==> src/rtl/pa_out_stream_if.sv <==
// pa_out_stream_if: push, divider-control and status bundle for pa_out_stream.
// Macro PA_OUT_REPEAT_EN adds the repeat_en (circular pattern) signal.
interface pa_out_stream_if #(
    parameter int WIDTH = 8,
    parameter int DEPTH = 4,
    parameter int DIV_W = 16
);
    logic                         wr_en;
    logic [WIDTH-1:0]             wr_data;
    logic                         wr_ready;
    logic [$clog2(DEPTH+1)-1:0]   level;
    logic                         enable;
    logic [DIV_W-1:0]             div;
    logic                         clr_status;
    logic                         underflow;
    logic                         overflow;
    logic [WIDTH-1:0]             led_out;
`ifdef PA_OUT_REPEAT_EN
    logic                         repeat_en;
    modport master (
        output wr_en, wr_data, enable, div, clr_status, repeat_en,
        input  wr_ready, level, underflow, overflow, led_out
    );
    modport slave (
        input  wr_en, wr_data, enable, div, clr_status, repeat_en,
        output wr_ready, level, underflow, overflow, led_out
    );
`else
    modport master (
        output wr_en, wr_data, enable, div, clr_status,
        input  wr_ready, level, underflow, overflow, led_out
    );
    modport slave (
        input  wr_en, wr_data, enable, div, clr_status,
        output wr_ready, level, underflow, overflow, led_out
    );
`endif
endinterface

==> src/rtl/pa_out_stream.sv <==
// pa_out_stream: FIFO-fed parallel output popped one word per divider tick.
// Macro PA_OUT_REPEAT_EN enables circular-pattern repeat mode.
module pa_out_stream #(
    parameter int WIDTH = 8,
    parameter int DEPTH = 4,
    parameter int DIV_W = 16
) (
    input logic             clock,
    input logic             reset,
    pa_out_stream_if.slave  bus
);
    localparam int PW = $clog2(DEPTH);
    localparam int LW = $clog2(DEPTH + 1);

    logic [WIDTH-1:0] mem_q [DEPTH];
    logic [PW-1:0]    rd_ptr_q, rd_ptr_d, wr_ptr_q, wr_ptr_d;
    logic [LW-1:0]    level_q, level_d;
    logic [DIV_W-1:0] cnt_q, cnt_d;
    logic [WIDTH-1:0] led_q, led_d, wr_word;
    logic             uf_q, uf_d, of_q, of_d, rpt_q, rpt_d;
    logic             ready, push, tick, pop, recirc;

    always_comb begin
        ready    = (level_q != LW'(DEPTH)) && !rpt_q;
        push     = bus.wr_en && ready;
        tick     = bus.enable && (cnt_q == '0);
        pop      = tick && (level_q != '0);
        recirc   = pop && rpt_q;
        cnt_d    = !bus.enable ? cnt_q : tick ? bus.div : cnt_q - DIV_W'(1);
        rd_ptr_d = pop ? rd_ptr_q + PW'(1) : rd_ptr_q;
        wr_ptr_d = (push || recirc) ? wr_ptr_q + PW'(1) : wr_ptr_q;
        level_d  = level_q + LW'(push) - LW'(pop && !rpt_q);
        led_d    = pop ? mem_q[rd_ptr_q] : led_q;
        wr_word  = recirc ? mem_q[rd_ptr_q] : bus.wr_data;
        // a new event in the same cycle as clr_status keeps the flag set
        uf_d     = (tick && level_q == '0) || (uf_q && !bus.clr_status);
        of_d     = (bus.wr_en && !ready) || (of_q && !bus.clr_status);
`ifdef PA_OUT_REPEAT_EN
        rpt_d    = bus.repeat_en;
`else
        rpt_d    = 1'b0;
`endif
    end

    // push and recirculation never coincide: repeat mode holds wr_ready low
    always_ff @(posedge clock) begin
        if (push || recirc) mem_q[wr_ptr_q] <= wr_word;
    end

    always_ff @(posedge clock) begin
        if (reset) begin
            rd_ptr_q <= '0;
            wr_ptr_q <= '0;
            level_q  <= '0;
            cnt_q    <= '0;
            led_q    <= '0;
            uf_q     <= 1'b0;
            of_q     <= 1'b0;
            rpt_q    <= 1'b0;
        end else begin
            rd_ptr_q <= rd_ptr_d;
            wr_ptr_q <= wr_ptr_d;
            level_q  <= level_d;
            cnt_q    <= cnt_d;
            led_q    <= led_d;
            uf_q     <= uf_d;
            of_q     <= of_d;
            rpt_q    <= rpt_d;
        end
    end

    assign bus.wr_ready  = ready;
    assign bus.level     = level_q;
    assign bus.underflow = uf_q;
    assign bus.overflow  = of_q;
    assign bus.led_out   = led_q;
endmodule
==> src/flat_wrapper.sv <==
// flat-port wrapper written by rule: the top's interface ports become plain ports
module pa_out_stream_flat 
#(
    parameter int WIDTH = 8,
    parameter int DEPTH = 4,
    parameter int DIV_W = 16
)
  (clock, reset, bus_wr_en, bus_wr_data, bus_enable, bus_div, bus_clr_status, bus_wr_ready, bus_level, bus_underflow, bus_overflow, bus_led_out);
  pa_out_stream_if #(.WIDTH(WIDTH), .DEPTH(DEPTH), .DIV_W(DIV_W)) bus_i ();
  input logic clock;
  input logic reset;
  input wire logic [$bits(bus_i.wr_en)-1:0] bus_wr_en;
  input wire logic [$bits(bus_i.wr_data)-1:0] bus_wr_data;
  input wire logic [$bits(bus_i.enable)-1:0] bus_enable;
  input wire logic [$bits(bus_i.div)-1:0] bus_div;
  input wire logic [$bits(bus_i.clr_status)-1:0] bus_clr_status;
  output wire logic [$bits(bus_i.wr_ready)-1:0] bus_wr_ready;
  output wire logic [$bits(bus_i.level)-1:0] bus_level;
  output wire logic [$bits(bus_i.underflow)-1:0] bus_underflow;
  output wire logic [$bits(bus_i.overflow)-1:0] bus_overflow;
  output wire logic [$bits(bus_i.led_out)-1:0] bus_led_out;
  assign bus_i.wr_en = bus_wr_en;
  assign bus_i.wr_data = bus_wr_data;
  assign bus_i.enable = bus_enable;
  assign bus_i.div = bus_div;
  assign bus_i.clr_status = bus_clr_status;
  assign bus_wr_ready = bus_i.wr_ready;
  assign bus_level = bus_i.level;
  assign bus_underflow = bus_i.underflow;
  assign bus_overflow = bus_i.overflow;
  assign bus_led_out = bus_i.led_out;
  pa_out_stream #(.WIDTH(WIDTH), .DEPTH(DEPTH), .DIV_W(DIV_W)) u_core (.clock(clock), .reset(reset), .bus(bus_i));
endmodule
==> config.mk <==
export PLATFORM = sky130hd
export DESIGN_NAME = pa_out_stream_flat
export DESIGN_NICKNAME = d
export VERILOG_FILES = /design/src/rtl/pa_out_stream_if.sv /design/src/rtl/pa_out_stream.sv /design/src/flat_wrapper.sv
export SDC_FILE = /design/constraint.sdc
export NUM_CORES = 1
export LEC_CHECK = 0
export BUFFER_PORTS_ARGS = -buffer_cell sky130_fd_sc_hd__buf_4
export CORE_ASPECT_RATIO = 1.1
export CORE_UTILIZATION = 51
export CTS_BUF_LIST = sky130_fd_sc_hd__clkbuf_16
export CTS_CLUSTER_SIZE = 40
export DETAILED_ROUTE_END_ITERATION = 12
export GPL_TIMING_DRIVEN = 0
export PLACE_DENSITY = 0.75
export SYNTH_ARGS = -nofsm -noshare
export SYNTH_HDL_FRONTEND = slang
export SYNTH_SLANG_ARGS = --single-unit
==> constraint.sdc <==
create_clock -name clock -period 2.9 [get_ports clock]
set_clock_uncertainty 0.2 [all_clocks]
set_input_delay 0.435 -clock clock [delete_from_list [all_inputs] [get_ports clock]]
set_output_delay 0.435 -clock clock [all_outputs]
set_load 0.02 [all_outputs]
==> impl_metrics.sql <==
INSERT INTO impl_metrics (metric_group, metric, value, unit) VALUES
('logic_synthesis', 'synth_flop_cell', 'dfxtp_1', ''),
('logic_synthesis', 'synth-edff-count', '32', ''),
('logic_synthesis', 'yosysWarnings', '0', ''),
('die', 'floorplan.core_area', '0.00584', 'sq mm'),
('die', 'die_x', '76.5', 'um'),
('place', 'placed_cell_area', '0.00351', 'sq mm'),
('clocking', 'cts_buffers', '9', ''),
('finish', 'area_delta_synth_final', '25.1', '%'),
('pwr', 'clock_power_share', '30.9', '%'),
('logic_synthesis', 'synthDominantCellAreaShare', '30.9', '%'),
('detailed_routing', 'route.final.wire_length', '7000', 'um'),
('logic_synthesis', 'synth_cells', '273', ''),
('sta', 'hold_viol_final', '0', ''),
('pwr', 'static-leakage-power', '1.47', 'nW'),
('detailed_routing', 'detail_route.wl_per_cell', '17.1', 'um'),
('finish', 'layout-drive-gt1-share', '28.2', '%'),
('finish', 'n_fill_cell', '440', ''),
('global_routing', 'remaining_global_route_overflow', '0', ''),
('pwr', 'power.density', '907', 'mW/mm^2'),
('global_routing', 'antenna_found_initial', '0', ''),
('die', 'floorplan.die_area', '0.00642', 'sq mm'),
('pwr', 'fraction_of_power_consumed_by_sequential_logic', '36.1', '%'),
('worst_setup_path', 'cp.required', '2.91', 'ns'),
('sta', 'timing_max_transition_violations_final', '0', ''),
('pwr', 'switching_share', '34.7', '%'),
('logic_synthesis', 'synth_seq_area_share', '52.1', '%'),
('logic_synthesis', 'synthesis.area', '0.00311', 'sq mm'),
('place', 'place.gp.congestion', '0.836', ''),
('worst_setup_path', 'timing.critical_path.from_type', 'flop', ''),
('job', 'drv.max_cap_violation_count', '0', ''),
('clocking', 'tritoncts', 'done', ''),
('logic_synthesis', 'yosys-top-cells-area', 'edfxtp_1, dfxtp_1, mux4_2', ''),
('hold_path', 'timing.hold.worst.class', 'in -> reg', ''),
('detailed_routing', 'first_iter_violations', '217', ''),
('clocking', 'clkSlewWorstSetupHoldPaths', '0.06', 'ns'),
('pwr', 'internal_power', '0.00231', 'W'),
('global_routing', 'first_global_vias', '2253', ''),
('worst_setup_path', 'cp.arrival', '2.77', 'ns'),
('die', 'num_io_pins', '43', ''),
('place', 'buffer_ports.inserted', '40', ''),
('place', 'placed_cells_incl_taps', '390', ''),
('logic_synthesis', 'cell_with_the_most_instances_after_synthesis', 'dfxtp_1', ''),
('worst_setup_path', 'setup.reg_to_reg.worst_slack', '0.14', 'ns'),
('pwr', 'power_frac_comb', '33.0', '%'),
('detailed_routing', 'drtAntennaViolNets', '0', ''),
('clocking', 'holdBufCountCts', '0', ''),
('worst_setup_path', 'worstSetupEndpointType', 'flop', ''),
('logic_synthesis', 'synth_cell_type_count', '57', ''),
('worst_setup_path', 'timing.critical_path.fanout_max', '4', ''),
('clocking', 'cts_buffer_depth', '2', ''),
('sta', 'period_needed', '2.76', 'ns'),
('finish', 'layout.cell_area.non_filler', '0.00389', 'sq mm'),
('pwr', 'power.switching', '0.00122', 'W'),
('logic_synthesis', 'synth_largest_area_cell', 'edfxtp_1', ''),
('worst_setup_path', 'worst_setup_path_class', 'reg -> reg', ''),
('detailed_routing', 'drt_drc_violations_left', '0', ''),
('clocking', 'worst_skew_pair.late_latency', '0.33', 'ns'),
('sta', 'hold_ws', '0.101', 'ns'),
('run_status', 'run_status', 'finished, final reports clean', ''),
('detailed_routing', 'detailroute.via_count', '2385', ''),
('clocking', 'clock-root-buffer', 'clkbuf_16', ''),
('sta', 'fmax', '362', 'MHz'),
('sta', 'post-route-period-util', '95.1', '%'),
('finish', 'antenna_cells', '0', ''),
('die', 'floorplan.initialDensity', '53.3', '%'),
('sta', 'worstMarginPinSlew', '0.770', 'ns'),
('logic_synthesis', 'synth.top_cells.by_count', 'dfxtp_1, edfxtp_1, inv_1, nor2_1', ''),
('logic_synthesis', 'synth_nets', '311', ''),
('logic_synthesis', 'postSynth.asyncResetShare', '0', '%'),
('die', 'die_y', '83.9', 'um'),
('logic_synthesis', 'post_syn_area_per_cell', '11.4', 'sq um');
==> layout make-up <==
class / instances / area, sq um / share of cell area, %
Buffer: 19 / 98.8 / 2.54
Clock inverter: 7 / 77.6 / 1.99
Clock buffer: 9 / 225 / 5.79
Tap cell: 77 / 96.3 / 2.48
Multi-Input combinational cell: 173 / 1380 / 35.5
Sequential cell: 65 / 1620 / 41.7
Inverter: 16 / 60.1 / 1.54
Timing Repair Buffer: 44 / 330 / 8.49
==> power groups by stage <==
stage / clock network (W) / registers [W] / logic (W)
2_1_floorplan: 0 / 0.00128 / 0.000788
3_3_place_gp: 0 / 0.00128 / 0.00105
3_5_place_dp: 0 / 0.00129 / 0.00109
4_1_cts: 0.00110 / 0.00127 / 0.00114
5_1_grt: 0.00114 / 0.00129 / 0.00128
6_report: 0.00109 / 0.00127 / 0.00116
==> per-layer routing <==
layer  up-vias  share of wire [%]  global-route usage, %
met1      1159                 40                   25.4
li1       1139                  -                      -
met4         0                1.4                   6.99
met3        11                5.1                   6.99
met2        76                 54                   41.6
met5         -                  0                      0
==> worst max-delay path, cell delays in order, from the launching register on <==
cell and delay (ns):
dfxtp_1 0.38, inv_2 0.07, ha_1 0.21, nor4bb_4 0.15
buf_4 0.16, nand4_4 0.10, clkbuf_8 0.14, nor2_2 0.03
ha_1 0.27, inv_1 0.04, ha_1 0.20, fa_2 0.36
xnor2_2 0.14, xnor2_1 0.13, nor2_1 0.05
==> registers in the layout (all words and copies together) (netlist names) <==
| signal | flops |
|---|---|
| u_core.bus.underflow | 1 |
| u_core.bus.level | 3 |
| u_core.mem_q | 32 |
| u_core.rd_ptr_q | 2 |
| u_core.cnt_q | 16 |
| u_core.bus.led_out | 8 |
| u_core.bus.overflow | 1 |
| u_core.wr_ptr_q | 2 |
==> kinds of logic after synthesis <==
group                    after synthesis  synth area share, %
multiplexers                          14                 7.72
buffers and inverters                 35                 4.66
AO/OA/AOI/OAI                         61                 13.1
flip-flops                            65                 52.1
AND/OR/NAND/NOR                       86                 17.7
XOR/XNOR                               3                0.845
adder cells (fa/ha/maj)                9                 3.86
==> through the flow <==
step,util (%),TNS (ns),total power (W),setup slack [ns]
final,66.6,0,0.00353,0.141
after global routing,66.6,-0.0128,0.00370,-0.0128
after CTS,66.2,0,0.00351,0.00123
after detailed placement,60.1,-0.697,0.00237,-0.409
after global placement,60.1,-0.468,0.00233,-0.295
after floorplan,-,0,0.00206,0.0455
==> worst paths after layout <==
kind,start,endpoint,depth (start not counted)
max,u_core.cnt_q[0],u_core.bus.level[2],14
min,bus_wr_data[6],u_core.mem_q[3][6],1
max reg2reg,u_core.cnt_q[0],u_core.bus.level[2],14
min reg2reg,u_core.bus.led_out[5],u_core.bus.led_out[5],2
==> placed cells by master, fill, tap and decap left out, drive strengths merged, types with 3 or more instances in the layout <==
cell type / count
nand2: 7
nor2: 16
dfxtp: 33
mux2i: 6
and2: 4
nor3: 9
clkbuf: 19
nor2b: 8
nand2b: 3
o21ai: 15
o32ai: 3
mux4: 8
or3: 5
clkinv: 3
a31oi: 7
inv: 18
xnor2: 3
nand3: 11
ha: 8
buf: 53
edfxtp: 32
nor4: 8
nand4: 3
a21oi: 15
==> timing repair <==
action / 4_1_cts / 5_1_grt
setup endpoints to repair: 2 / 2
setup buffers: 4 / 0
resized for setup: 7 / 6
pin swaps: 1 / 3
endpoints found under the hold margin: 0 / 0
(Power assumes the default switching activity.)
